File: config.mk
export PLATFORM = sky130hd
export DESIGN_NAME = x_in_misr_serializer
export DESIGN_NICKNAME = d
export VERILOG_FILES = /design/src/rtl/x_in_misr_serializer.sv
export SDC_FILE = /design/constraint.sdc
export NUM_CORES = 1
export LEC_CHECK = 0
export BUFFER_PORTS_ARGS = -buffer_cell sky130_fd_sc_hd__buf_2
export CAP_MARGIN = 15
export CORE_MARGIN = 5
export CORE_UTILIZATION = 45
export CTS_BUF_LIST = sky130_fd_sc_hd__clkbuf_8
export DETAILED_ROUTE_END_ITERATION = 7
export GPL_ROUTABILITY_DRIVEN = 1
export SLEW_MARGIN = 10
export SYNTH_ARGS = -nofsm -noshare
export SYNTH_HDL_FRONTEND = slang
export SYNTH_SLANG_ARGS = --single-unit
File: constraint.sdc
create_clock -name clk -period 4.35 [get_ports clk]
set_input_delay 0.87 -clock clk [delete_from_list [all_inputs] [get_ports clk]]
set_output_delay 0.87 -clock clk [all_outputs]
set_load 0.05 [all_outputs]
File: src/rtl/x_in_misr_serializer.sv
// x_in_misr_serializer
// Folds a wide input vector into a MISR every enabled cycle. At the end of
// each WINDOW of enabled cycles the signature is snapshotted and shifted out
// MSB first on a single pin as a frame: one start bit, then SIG_WIDTH bits.
module x_in_misr_serializer #(
  parameter int                   NUM_INS   = 8,
  parameter int                   SIG_WIDTH = 16,
  parameter logic [SIG_WIDTH-1:0] POLY      = 16'h1021,
  parameter logic [SIG_WIDTH-1:0] SEED      = '0,
  parameter int                   WINDOW    = 256
) (
  input  logic               clk,
  input  logic               rst,
  input  logic               en,
  input  logic [NUM_INS-1:0] in,
  output logic               out,
  output logic               busy,
  output logic               overrun
);

  localparam int WW = (WINDOW > 1) ? $clog2(WINDOW) : 1;
  localparam int BW = $clog2(SIG_WIDTH + 1);
  localparam logic [WW-1:0] WLAST = WW'(WINDOW - 1);
  localparam logic [BW-1:0] BLAST = BW'(SIG_WIDTH);

  typedef enum logic {IDLE, SHIFT} state_t;

  logic [SIG_WIDTH-1:0] misr, misr_nxt, fold;
  logic [WW-1:0]        wcnt;
  logic                 snap;

  state_t               state, state_n;
  logic [SIG_WIDTH-1:0] sr, sr_n;
  logic [BW-1:0]        bcnt, bcnt_n;
  logic                 out_n, busy_n, ovr_n;

  // Fold input bit i onto MISR bit (i mod SIG_WIDTH).
  always_comb begin
    fold = '0;
    for (int i = 0; i < NUM_INS; i++)
      fold[i % SIG_WIDTH] = fold[i % SIG_WIDTH] ^ in[i];
  end

  // Next MISR value including this cycle's input; also the snapshot value.
  always_comb begin
    misr_nxt = {misr[SIG_WIDTH-2:0], 1'b0} ^ fold;
    if (misr[SIG_WIDTH-1]) misr_nxt = misr_nxt ^ POLY;
  end

  assign snap = en && (wcnt == WLAST);

  // MISR and window counter: advance on enabled edges, reseed at window end.
  always_ff @(posedge clk) begin
    if (rst) begin
      misr <= SEED;
      wcnt <= '0;
    end else if (en) begin
      if (wcnt == WLAST) begin
        misr <= SEED;
        wcnt <= '0;
      end else begin
        misr <= misr_nxt;
        wcnt <= wcnt + 1'b1;
      end
    end
  end

  // Serializer state register; reset aborts any frame in flight.
  always_ff @(posedge clk) begin
    if (rst) begin
      state   <= IDLE;
      sr      <= '0;
      bcnt    <= '0;
      out     <= 1'b0;
      busy    <= 1'b0;
      overrun <= 1'b0;
    end else begin
      state   <= state_n;
      sr      <= sr_n;
      bcnt    <= bcnt_n;
      out     <= out_n;
      busy    <= busy_n;
      overrun <= ovr_n;
    end
  end

  // Serializer next state. bcnt counts data bits already driven; when it
  // reaches SIG_WIDTH the LSB is on the pin and this edge ends the frame,
  // so a snapshot here chains straight into the next frame.
  always_comb begin
    state_n = state;
    sr_n    = sr;
    bcnt_n  = bcnt;
    out_n   = 1'b0;
    busy_n  = busy;
    ovr_n   = overrun;
    case (state)
      IDLE: begin
        busy_n = 1'b0;
        if (snap) begin
          sr_n    = misr_nxt;
          out_n   = 1'b1;
          busy_n  = 1'b1;
          bcnt_n  = '0;
          state_n = SHIFT;
        end
      end
      SHIFT: begin
        if (bcnt == BLAST) begin
          if (snap) begin
            sr_n   = misr_nxt;
            out_n  = 1'b1;
            busy_n = 1'b1;
            bcnt_n = '0;
          end else begin
            busy_n  = 1'b0;
            state_n = IDLE;
          end
        end else begin
          out_n  = sr[SIG_WIDTH-1];
          sr_n   = {sr[SIG_WIDTH-2:0], 1'b0};
          bcnt_n = bcnt + 1'b1;
          busy_n = 1'b1;
          // Frame in flight wins; the late signature is dropped.
          if (snap) ovr_n = 1'b1;
        end
      end
      default: begin
        state_n = IDLE;
        busy_n  = 1'b0;
      end
    endcase
  end

endmodule

==> key figures <==
Logic synthesis
  • Post-Synthesis Cells: 235
  • FF+latch count, synth: 48
  • Netlist cell types: 36
  • Yosys top cell area share: 43.9%
  • Post-synth net total: 249
  • Most common cell in the netlist: dfxtp_1
  • Post-synthesis cell area: 2190 um^2
  • Ys async rst share: 0%
  • Post-synth EDFFs: 0
  • Area contributors post-synth: dfxtp_1, nor2_1, a22oi_1
  • Synth area leader: dfxtp_1
  • Simple-gate share of the synthesized area: 21.3%
  • Synthesized area per cell: 9.31 um^2
  • Post-Synth Adder-Cell Area: 1.72%
  • Synth Warn #: 0
  • Proportion of synthesized area in mux cells: 1.14%
  • XOR/XNOR share of the synthesized area: 6.01%
  • Largest family of logic cells by synthesized area: simple AND/OR/NAND/NOR gates
  • Register area share after synthesis: 43.9%
  • Post-synth top flop: dfxtp_1
  • Synth Area in Compound Gates: 21.1%
  • Post-synth top cells: dfxtp_1, nor2_1, nand2_1, a22oi_1, xor2_1

Floorplan
  • Die X: 79.7 um
  • Core area: 4720 um^2
  • Starting Density: 46.3%
  • Die H: 79.7 um
  • Num rows: 25
  • I/O pin cnt: 14
  • Die area: 6350 um^2

Timing
  • Final setup TNS: 0 ns
  • Worst-Margin Slew: 0.869 ns
  • Final Cycle Share: 50.4%
  • # setup viols final: 0
  • Final hold violations: 0
  • Unrepaired setup endpoints after global routing: false
  • Worst slew margin: 42.0%
  • Final min period: 2.19 ns
  • Final-report max-slew violation count: 0
  • Clock Skew: 0.00552 ns
  • Peak Freq: 456 MHz

Worst setup path
  • Setup crit start: bcnt[0]
  • R2r worst-path depth: 6
  • CP arrival: 2.39 ns
  • R2R Setup Slk: 2.16 ns
  • Worst-path maximum fanout: 28
  • Data required time of the worst path: 4.55 ns
  • CP Capture Point: sr[1]
  • Worst setup path class: reg2reg
  • Critical Path End Type: flop
  • R2R Path End: sr[1]
  • Reg-to-reg critical path startpoint: bcnt[0]
  • CP Launch Type: flop

Hold path
  • Hold_sp: sr[15]
  • Hold Crit Class: reg2reg

Global routing
  • Vias in the first global route: 1545
  • First-pass GRT wire length: 7.02 mm
  • Gr usage total: 13.8%
  • Largest net degree at the start of global routing: 48
  • Initial antenna violation count: 0
  • Grt ovf: 0

Clock tree
  • Clock Sinks: 48
  • Postcts setup bufs: 0
  • Number of buffers created by CTS: 5
  • H-tree levels: 2
  • CTS tree: done
  • CTS root buffer: clkbuf_8
  • Clock Latency Late Sink: 0.29 ns
  • Clock Path Buffers: 2
  • Hold Buf Count CTS: 0
  • Clock-pin slew on the worst setup and hold paths: 0.09 ns
  • Resize count post-CTS: 0

Finish
  • Layout area overhead: 7.09%
  • Layout cells sized above 1: 16.9%
  • Ant diodes: 0
  • Filler cells: 462
  • Final net count: 255

Placement
  • Routability cong.: 0.785
  • Post-DP HPWL: 2.50 mm
  • Input/output buffers: 13

Routing
  • Vias/cell: 5.18
  • Wirelength per Cell: 12.7 um
  • Drt initial violations: 96
  • Routed Antenna Nets: 0
  • Routed Wire Length: 3.92 mm
  • Post-route DRC: 0
  • Vias: 1602
  • DR pass1 iterations: 4

Pwr
  • Power Density: 324 nW/um^2
  • Post-layout power: 759 uW
  • Leak: 0.000827 uW
  • Peak supply drop: 0.196 mV

Run
  • Max-cap violations: 0

Outcome
  • Status: completed
[final cells by class]
cell class	instances	area, um^2	area share, %
Clock buffer	6	82.6	3.53
Clock inverter	2	7.51	0.321
Inverter	4	15.0	0.641
Timing Repair Buffer	14	72.6	3.10
Tap cell	67	83.8	3.58
Sequential cell	48	961	41.0
Multi-Input combinational cell	168	1120	47.8
[placed cells by master (no fill, tap or decap), types with 2 or more instances in the layout]
cell,instances
dfxtp_1,48
nor2_1,46
nand2_1,27
a22oi_1,17
buf_2,13
xor2_1,11
a21oi_1,8
a311oi_2,8
nand2b_1,8
nor3_1,6
o32ai_2,6
clkbuf_8,6
inv_1,5
nand3_1,4
xnor2_1,4
nand4_1,3
ha_1,3
and2_1,2
[how the worst min path moves through the flow]
stage	slack [ns]	depth (start not counted)	to
final	0.46	2	out
after global routing	0.52	2	out
after CTS	0.47	2	out
after detailed placement	0.46	2	out
after global placement	0.46	2	out
after floorplan	0.43	2	out
[routing by layer]
| layer | wire length (um) | track usage, % | part of all wire [%] | vias up |
|---|---|---|---|---|
| li1 | - | - | - | 834 |
| met1 | 2060 | 18.7 | 53 | 746 |
| met2 | 1740 | 21.6 | 44 | 18 |
| met3 | 82 | 2.71 | 2.1 | 4 |
| met4 | 36 | 5.15 | 0.92 | 0 |
| met5 | 0 | 0 | 0 | - |
[state kept, by name, summed over array words and instances (netlist names)]
signal	flops
misr	16
sr	16
wcnt	8
bcnt	5
out	1
overrun	1
state	1
[cell families after synthesis]
logic type / Yosys count
AO/OA/AOI/OAI: 47
XOR/XNOR: 15
multiplexers: 2
flip-flops: 48
adder cells (fa/ha/maj): 3
AND/OR/NAND/NOR: 101
buffers and inverters: 19
[critical path: stages, from the launching register on]
cell and delay (ns):
dfxtp_1 0.35, inv_1 0.10, ha_1 0.19, nand4bb_4 0.14, nand2_2 0.53, nand2b_1 0.45, o32ai_2 0.35
[per-stage QoR]
stage	area, um^2	hold WS, ns	utilization, %	worst slack (ns)	std cells
2_1_floorplan	2190	0.432	-	2.53	235
3_3_place_gp	2250	0.463	47.7	1.99	301
3_5_place_dp	2250	0.459	47.7	1.93	301
4_1_cts	2340	0.473	49.6	2.12	309
5_1_grt	2340	0.516	49.6	2.01	309
6_report	2340	0.459	49.6	2.16	309
[power by group]
| group | internal (uW) | switching [uW] | leakage [uW] |
|---|---|---|---|
| clock | 125 | 139 | 0.0000538 |
| sequential | 446 | 5.22 | 0.000388 |
| combinational | 17.0 | 26.0 | 0.000385 |
(Power assumes the default switching activity.)
